## config.mk

```make
export PLATFORM = sky130hd
export DESIGN_NAME = fb_write_arbiter
export DESIGN_NICKNAME = d
export VERILOG_FILES = /design/src/rtl/fb_pkg.sv /design/src/rtl/raster_sweep.sv /design/src/rtl/fb_write_arbiter.sv
export SDC_FILE = /design/constraint.sdc
export NUM_CORES = 1
export LEC_CHECK = 0
export CAP_MARGIN = 20
export CELL_PAD_IN_SITES_DETAIL_PLACEMENT = 0
export CELL_PAD_IN_SITES_GLOBAL_PLACEMENT = 2
export CORE_MARGIN = 2
export CORE_UTILIZATION = 28
export DETAILED_ROUTE_END_ITERATION = 12
export PLACE_DENSITY_LB_ADDON = 0.1
export SYNTH_ARGS = -nofsm -noshare
export SYNTH_HDL_FRONTEND = slang
export SYNTH_SLANG_ARGS = --single-unit
```

## constraint.sdc

```tcl
create_clock -name clk -period 2.7 [get_ports clk]
set_input_delay 0.54 -clock clk [delete_from_list [all_inputs] [get_ports clk]]
set_output_delay 0.54 -clock clk [all_outputs]
set_load 0.01 [all_outputs]
```

## src/rtl/fb_pkg.sv

```systemverilog
// Shared types and default geometry for the framebuffer write arbiter.
// pixel_t is sized by FB_WIDTH/FB_CWIDTH, so the arbiter's WIDTH/CWIDTH must match them.
package fb_pkg;

    localparam int FB_WIDTH   = 11;
    localparam int FB_CWIDTH  = 8;
    localparam int FB_HACTIVE = 1280;
    localparam int FB_VACTIVE = 640;
    localparam int FB_LAST_X  = FB_HACTIVE - 1;
    localparam int FB_LAST_Y  = FB_VACTIVE - 1;

    typedef enum logic {
        SERVE = 1'b0,
        CLEAR = 1'b1
    } fb_state_t;

    typedef struct packed {
        logic [FB_WIDTH-1:0]  x;
        logic [FB_WIDTH-1:0]  y;
        logic [FB_CWIDTH-1:0] color;
    } pixel_t;

    function automatic logic in_range(input logic [FB_WIDTH-1:0] x,
                                      input logic [FB_WIDTH-1:0] y,
                                      input int hactive,
                                      input int vactive);
        return (int'(x) < hactive) && (int'(y) < vactive);
    endfunction

endpackage

```

## src/rtl/raster_sweep.sv

```systemverilog
// Raster x/y counter: x inner, y outer; start rewinds to (0,0), advance steps one pixel.
module raster_sweep #(
    parameter int               WIDTH  = 11,
    parameter logic [WIDTH-1:0] LAST_X = '1,
    parameter logic [WIDTH-1:0] LAST_Y = '1
) (
    input  logic             clk,
    input  logic             reset,
    input  logic             start,
    input  logic             advance,
    output logic [WIDTH-1:0] x,
    output logic [WIDTH-1:0] y,
    output logic             last
);

    always_ff @(posedge clk) begin
        if (reset || start) begin
            x <= '0;
            y <= '0;
        end else if (advance) begin
            if (x == LAST_X) begin
                x <= '0;
                y <= (y == LAST_Y) ? '0 : y + 1'b1;
            end else begin
                x <= x + 1'b1;
            end
        end
    end

    assign last = (x == LAST_X) && (y == LAST_Y);

endmodule

```

## src/rtl/fb_write_arbiter.sv

```systemverilog
// Framebuffer write-port owner: round-robin between two draw requesters, preempted by
// a full-screen clear sweep. Handshake: a pixel transfers on an edge where valid && ready.
module fb_write_arbiter
    import fb_pkg::*;
#(
    parameter int              WIDTH       = FB_WIDTH,
    parameter int              HACTIVE     = FB_HACTIVE,
    parameter int              VACTIVE     = FB_VACTIVE,
    parameter int              CWIDTH      = FB_CWIDTH,
    parameter logic [CWIDTH-1:0] CLEAR_COLOR = '0
) (
    input  logic              clk,
    input  logic              reset,
    input  logic              clear_req,
    output logic              clear_busy,
    output logic              clear_done,
    input  logic              req0_valid,
    input  logic [WIDTH-1:0]  req0_x,
    input  logic [WIDTH-1:0]  req0_y,
    input  logic [CWIDTH-1:0] req0_color,
    output logic              req0_ready,
    input  logic              req1_valid,
    input  logic [WIDTH-1:0]  req1_x,
    input  logic [WIDTH-1:0]  req1_y,
    input  logic [CWIDTH-1:0] req1_color,
    output logic              req1_ready,
    output logic              fb_we,
    output logic [WIDTH-1:0]  fb_x,
    output logic [WIDTH-1:0]  fb_y,
    output logic [CWIDTH-1:0] fb_color
);

    localparam logic [WIDTH-1:0] LAST_X = WIDTH'(HACTIVE - 1);
    localparam logic [WIDTH-1:0] LAST_Y = WIDTH'(VACTIVE - 1);

    fb_state_t state_q, state_d;
    logic      prio_q;
    logic      busy_q;
    logic      done_q;
    logic      we_q;
    pixel_t    pix_q;
    pixel_t    grant_pix;

    logic             serving;
    logic             start_clear;
    logic             in_clear;
    logic             win0, win1;
    logic             grant;
    logic             grant_ok;
    logic [WIDTH-1:0] sweep_x, sweep_y;
    logic             sweep_last;

    // busy_q stays high through the last clear write's output cycle, so drawing
    // resumes only once clear_busy has dropped.
    assign serving     = (state_q == SERVE) && !busy_q;
    assign start_clear = serving && clear_req;
    assign in_clear    = (state_q == CLEAR);

    assign win0 = req0_valid && (!req1_valid || !prio_q);
    assign win1 = req1_valid && (!req0_valid ||  prio_q);

    assign req0_ready = serving && !clear_req && win0;
    assign req1_ready = serving && !clear_req && win1;
    assign grant      = req0_ready || req1_ready;

    assign grant_pix = req1_ready ? pixel_t'{x: req1_x, y: req1_y, color: req1_color}
                                  : pixel_t'{x: req0_x, y: req0_y, color: req0_color};
    assign grant_ok  = in_range(grant_pix.x, grant_pix.y, HACTIVE, VACTIVE);

    raster_sweep #(
        .WIDTH  (WIDTH),
        .LAST_X (LAST_X),
        .LAST_Y (LAST_Y)
    ) u_sweep (
        .clk     (clk),
        .reset   (reset),
        .start   (start_clear),
        .advance (in_clear),
        .x       (sweep_x),
        .y       (sweep_y),
        .last    (sweep_last)
    );

    always_comb begin
        state_d = state_q;
        case (state_q)
            SERVE:   if (start_clear) state_d = CLEAR;
            CLEAR:   if (sweep_last)  state_d = SERVE;
            default: state_d = SERVE;
        endcase
    end

    always_ff @(posedge clk) begin
        if (reset) begin
            state_q <= SERVE;
            prio_q  <= 1'b0;
            busy_q  <= 1'b0;
            done_q  <= 1'b0;
            we_q    <= 1'b0;
            pix_q   <= '0;
        end else begin
            state_q <= state_d;
            busy_q  <= start_clear || in_clear;
            done_q  <= in_clear && sweep_last;
            if (in_clear) begin
                we_q  <= 1'b1;
                pix_q <= pixel_t'{x: sweep_x, y: sweep_y, color: CLEAR_COLOR};
            end else if (grant) begin
                // Out-of-range pixels complete the handshake but never reach the RAM.
                we_q   <= grant_ok;
                prio_q <= req0_ready;
                if (grant_ok) pix_q <= grant_pix;
            end else begin
                we_q <= 1'b0;
            end
        end
    end

    assign clear_busy = busy_q;
    assign clear_done = done_q;
    assign fb_we      = we_q;
    assign fb_x       = pix_q.x;
    assign fb_y       = pix_q.y;
    assign fb_color   = pix_q.color;

endmodule

```

==> summary.md <==
| Metric | Value |
|---|---|
| Status | `finished, final reports clean` |
| Setup slack, reg-to-reg | `just over 0.7 ns` |
| Post-synthesis cell area | `2940 um2` |
| Clock Skews | `0.0116 ns` |
| Placed insts | `552` |
| First-pass GRT wire length | `14700 um` |
| Min-delay worst type | `flop to flop` |
| Max_cap viols | `0` |
| Die Span Y | `107 um` |
| All-layer global routing usage | `16.7%` |
| Rel. slew slack | `58.3%` |
| Grt total ovfl | `0` |
| Drt wl/cell | `~16 um` |
| Slew Limit Fails | `0` |
| Seq cells post-synth | `57` |
| Post-synthesis instance total | `between 300 and 400` |
| Endpoints failing setup | `0` |
| Vias in the first global route | `2873` |
| Post-DP HPWL | `6550 um` |
| Clock slew at reported path FFs | `approximately 0.07 ns` |
| Simple-Gate Fraction of Synth Area | `30.8%` |
| Initial antenna violation count | `0` |
| Ys Warns | `0` |
| Share of synthesized cell area in full adder, half adder and majority cells | `0.850%` |
| Placeable Area | `between 10000 and 15000 um2` |
| Largest family of logic cells by synthesized area | `simple AND/OR/NAND/NOR gates` |
| Final Hold Fails | `0` |
| Worst setup EP type | `output port` |
| Synth Area per Inst | `8.95 um2` |
| IO Pins | `100` |
| Pwr Total | `1.98 mW` |
| Total CTS buffers | `9` |
| Worst setup path class | `primary input to output port` |
| Final Worst Setup Slack | `around 0.16 ns` |
| Synthesized net count | `396` |
| Unrepaired setup endpoints after global routing | `no` |
| Post-synthesis xor/xnor area fraction | `under 10%` |
| Worst-margin pin slew | `approximately 0.63 ns` |
| Leak Pwr | `1.54 nW` |
| Tcrit/Tclk final | `about 94%` |
| Via-per-instance ratio | `roughly 5` |
| Crit path max fanout | `4` |
| Clock H-tree levels | `3` |
| Share of cells above drive strength 1 | `just over 8%` |
| Fmax | `393 MHz` |
| Post-synth ARST share | `0%` |
| Worst path arrival time | `2.00 ns` |
| Multi-input combinational cell area | `1690 um2` |
| Top FF cell, synth | `dfxtp_1` |
| GPL Wtd Cong | `between 0.7 and 0.8` |
| Synth Area in Compound Gates | `13.0%` |
| ANT cells | `0` |
| Largest net degree at the start of global routing | `61` |
| Filler instances | `1072` |
| WL final | `9210 um` |
| Die width | `between 100 and 150 um` |
| Clock Root Buffer | `clkbuf_8` |
| Worst Path Required | `around 2.2 ns` |
| Post-synthesis sequential area ratio | `38.8%` |
| DRT iter0 DRCs | `72` |
| Fin nets | `roughly 490` |
| Clock sink count | `57` |
| Port Buffer Count | `a little under 100` |
| Hold Slack | `0.496 ns` |
| Startpoint Class | `primary input` |
| Area of the die | `11400 um2` |
| DR DRC count | `0` |
| Post-route minimum period | `2.54 ns` |
| Pwr/cell area | `459 nW/um2` |
| Initial core utilization | `28.6%` |
| Drt pass-1 iters | `4` |
| Post-placement worst setup slack | `a little over 0.1 ns` |
| Clk_lat worst skew | `roughly 0.34 ns` |
| Post-route insts no fill | `567` |
| Peak VDD IR | `284 uV` |
| Distinct cells, synth | `40` |
| Mux share of post-synthesis cell area | `7.14%` |
| Synth-to-Final Area Change | `46.8%` |
| Setup TNS | `0 ns` |
| Hold-fix buffers, CTS | `0` |
| EDFF count, synth | `0` |
| Vias | `roughly 2.8k` |
| Post-DRT Antenna Nets | `0` |
| TritonCTS clock tree | `done` |
| Clock Path Buffers | `2` |
| Row count | `37` |
| FF/Latch Area | `1140 um2` |
-- worst max-delay path, stage by stage --
cell             delay (ns)
clkdlybuf4s50_1        0.48
nor3_4                 0.21
nand3_1                0.14
clkinv_1               0.10
clkdlybuf4s50_1        0.53
-- report_power, final --
part	leakage, nW	total (mW)	switching [mW]	internal [mW]
sequential	0.461	0.865	0.0100	0.855
clock	0.102	0.822	0.353	0.469
combinational	0.980	0.297	0.136	0.161
total	1.54	1.98	0.499	1.48
-- state kept, by name (all words and copies together) (netlist names) --
register	count
fb_x	11
fb_y	11
u_sweep.x	11
u_sweep.y	11
fb_color	8
clear_busy	1
clear_done	1
fb_we	1
in_clear	1
prio_q	1
-- layer usage --
layer	GRT usage [%]	wire length [um]
met1	19.2	3910
met2	29.9	4700
met3	5.33	516
met4	4.45	78
met5	0	0
-- per-stage QoR --
step / utilization (%) / instance area, um2
detailed placement: 40.1 / 4120
finish: 42.1 / 4320
floorplan: - / 2940
global route: 42.1 / 4320
global placement: 40.1 / 4120
CTS: 42.0 / 4320
-- kinds of logic after synthesis --
logic type / after synthesis
adder cells (fa/ha/maj): 2
buffers and inverters: 30
flip-flops: 57
AND/OR/NAND/NOR: 153
multiplexers: 21
AO/OA/AOI/OAI: 48
XOR/XNOR: 18
-- final cells by class --
type,instances,area share [%]
Multi-Input combinational cell,242,39.2
Tap cell,136,3.94
Clock buffer,12,3.59
Sequential cell,57,26.4
Timing Repair Buffer,112,25.5
Clock inverter,3,0.926
Inverter,5,0.434
-- cell usage in the layout, fill, tap and decap left out, drive strengths merged, types with 3 or more instances in the layout --
cell | Yosys | final
dfxtp | 57 | 57
nand4 | 9 | 9
or4b | 20 | 20
mux2i | 21 | 21
xnor2 | 6 | 6
a21oi | 6 | 6
nand2 | 31 | 31
inv | 4 | 4
o21a | 3 | 3
and2 | 3 | 3
a311oi | 9 | 9
clkbuf | 21 | 12
nor3 | 6 | 6
clkinv | 1 | 3
nand3 | 10 | 10
and3 | 4 | 4
nand3b | 20 | 20
clkdlybuf4s50 | 0 | 99
o21ai | 5 | 5
nor2b | 3 | 3
nor2 | 34 | 34
buf | 4 | 13
o311ai | 20 | 20
xor2 | 12 | 12
and4 | 4 | 4
-- path summary, 6_finish.rpt --
| kind | startpoint | end | depth (start not counted) |
|---|---|---|---|
| hold / removal | fb_color[1]$_SDFFE_PP0P_ | fb_color[1]$_SDFFE_PP0P_ | 2 |
| hold reg to reg | fb_color[1]$_SDFFE_PP0P_ | fb_color[1]$_SDFFE_PP0P_ | 2 |
| setup / recovery | clear_req | req1_ready | 5 |
| setup reg to reg | u_sweep.x[0]$_SDFFE_PP0P_ | u_sweep.y[9]$_SDFFE_PP0P_ | 6 |
-- Yosys cell counts (all sizes together) (2+ instances only) --
library cell | instances | share of area (%)
ha | 2 | 0.85
buf | 4 | 0.85
clkbuf | 21 | 2.7
o21ai | 5 | 0.98
nand4 | 9 | 1.9
nand2 | 31 | 4.0
nand3 | 10 | 1.7
or2 | 2 | 0.42
xor2 | 12 | 3.6
o21a | 3 | 0.76
nand2b | 2 | 0.68
xnor2 | 6 | 1.8
nor3b | 2 | 0.51
o311ai | 20 | 5.9
nor2 | 34 | 4.3
a311oi | 9 | 2.7
a21oi | 6 | 1.0
or4b | 20 | 6.8
and4 | 4 | 1.2
nand3b | 20 | 5.1
mux2i | 21 | 7.1
nor3 | 6 | 1.2
inv | 4 | 0.51
dfxtp | 57 | 39
and2 | 3 | 0.64
nor2b | 3 | 0.64
and3 | 4 | 0.85
-- timing repair --
item                                    in CTS  in global routing
resized for setup                            0                  1
setup buffers                                0                  0
endpoints found under the setup margin       0                  1
Power figures use the tool's default switching activity.
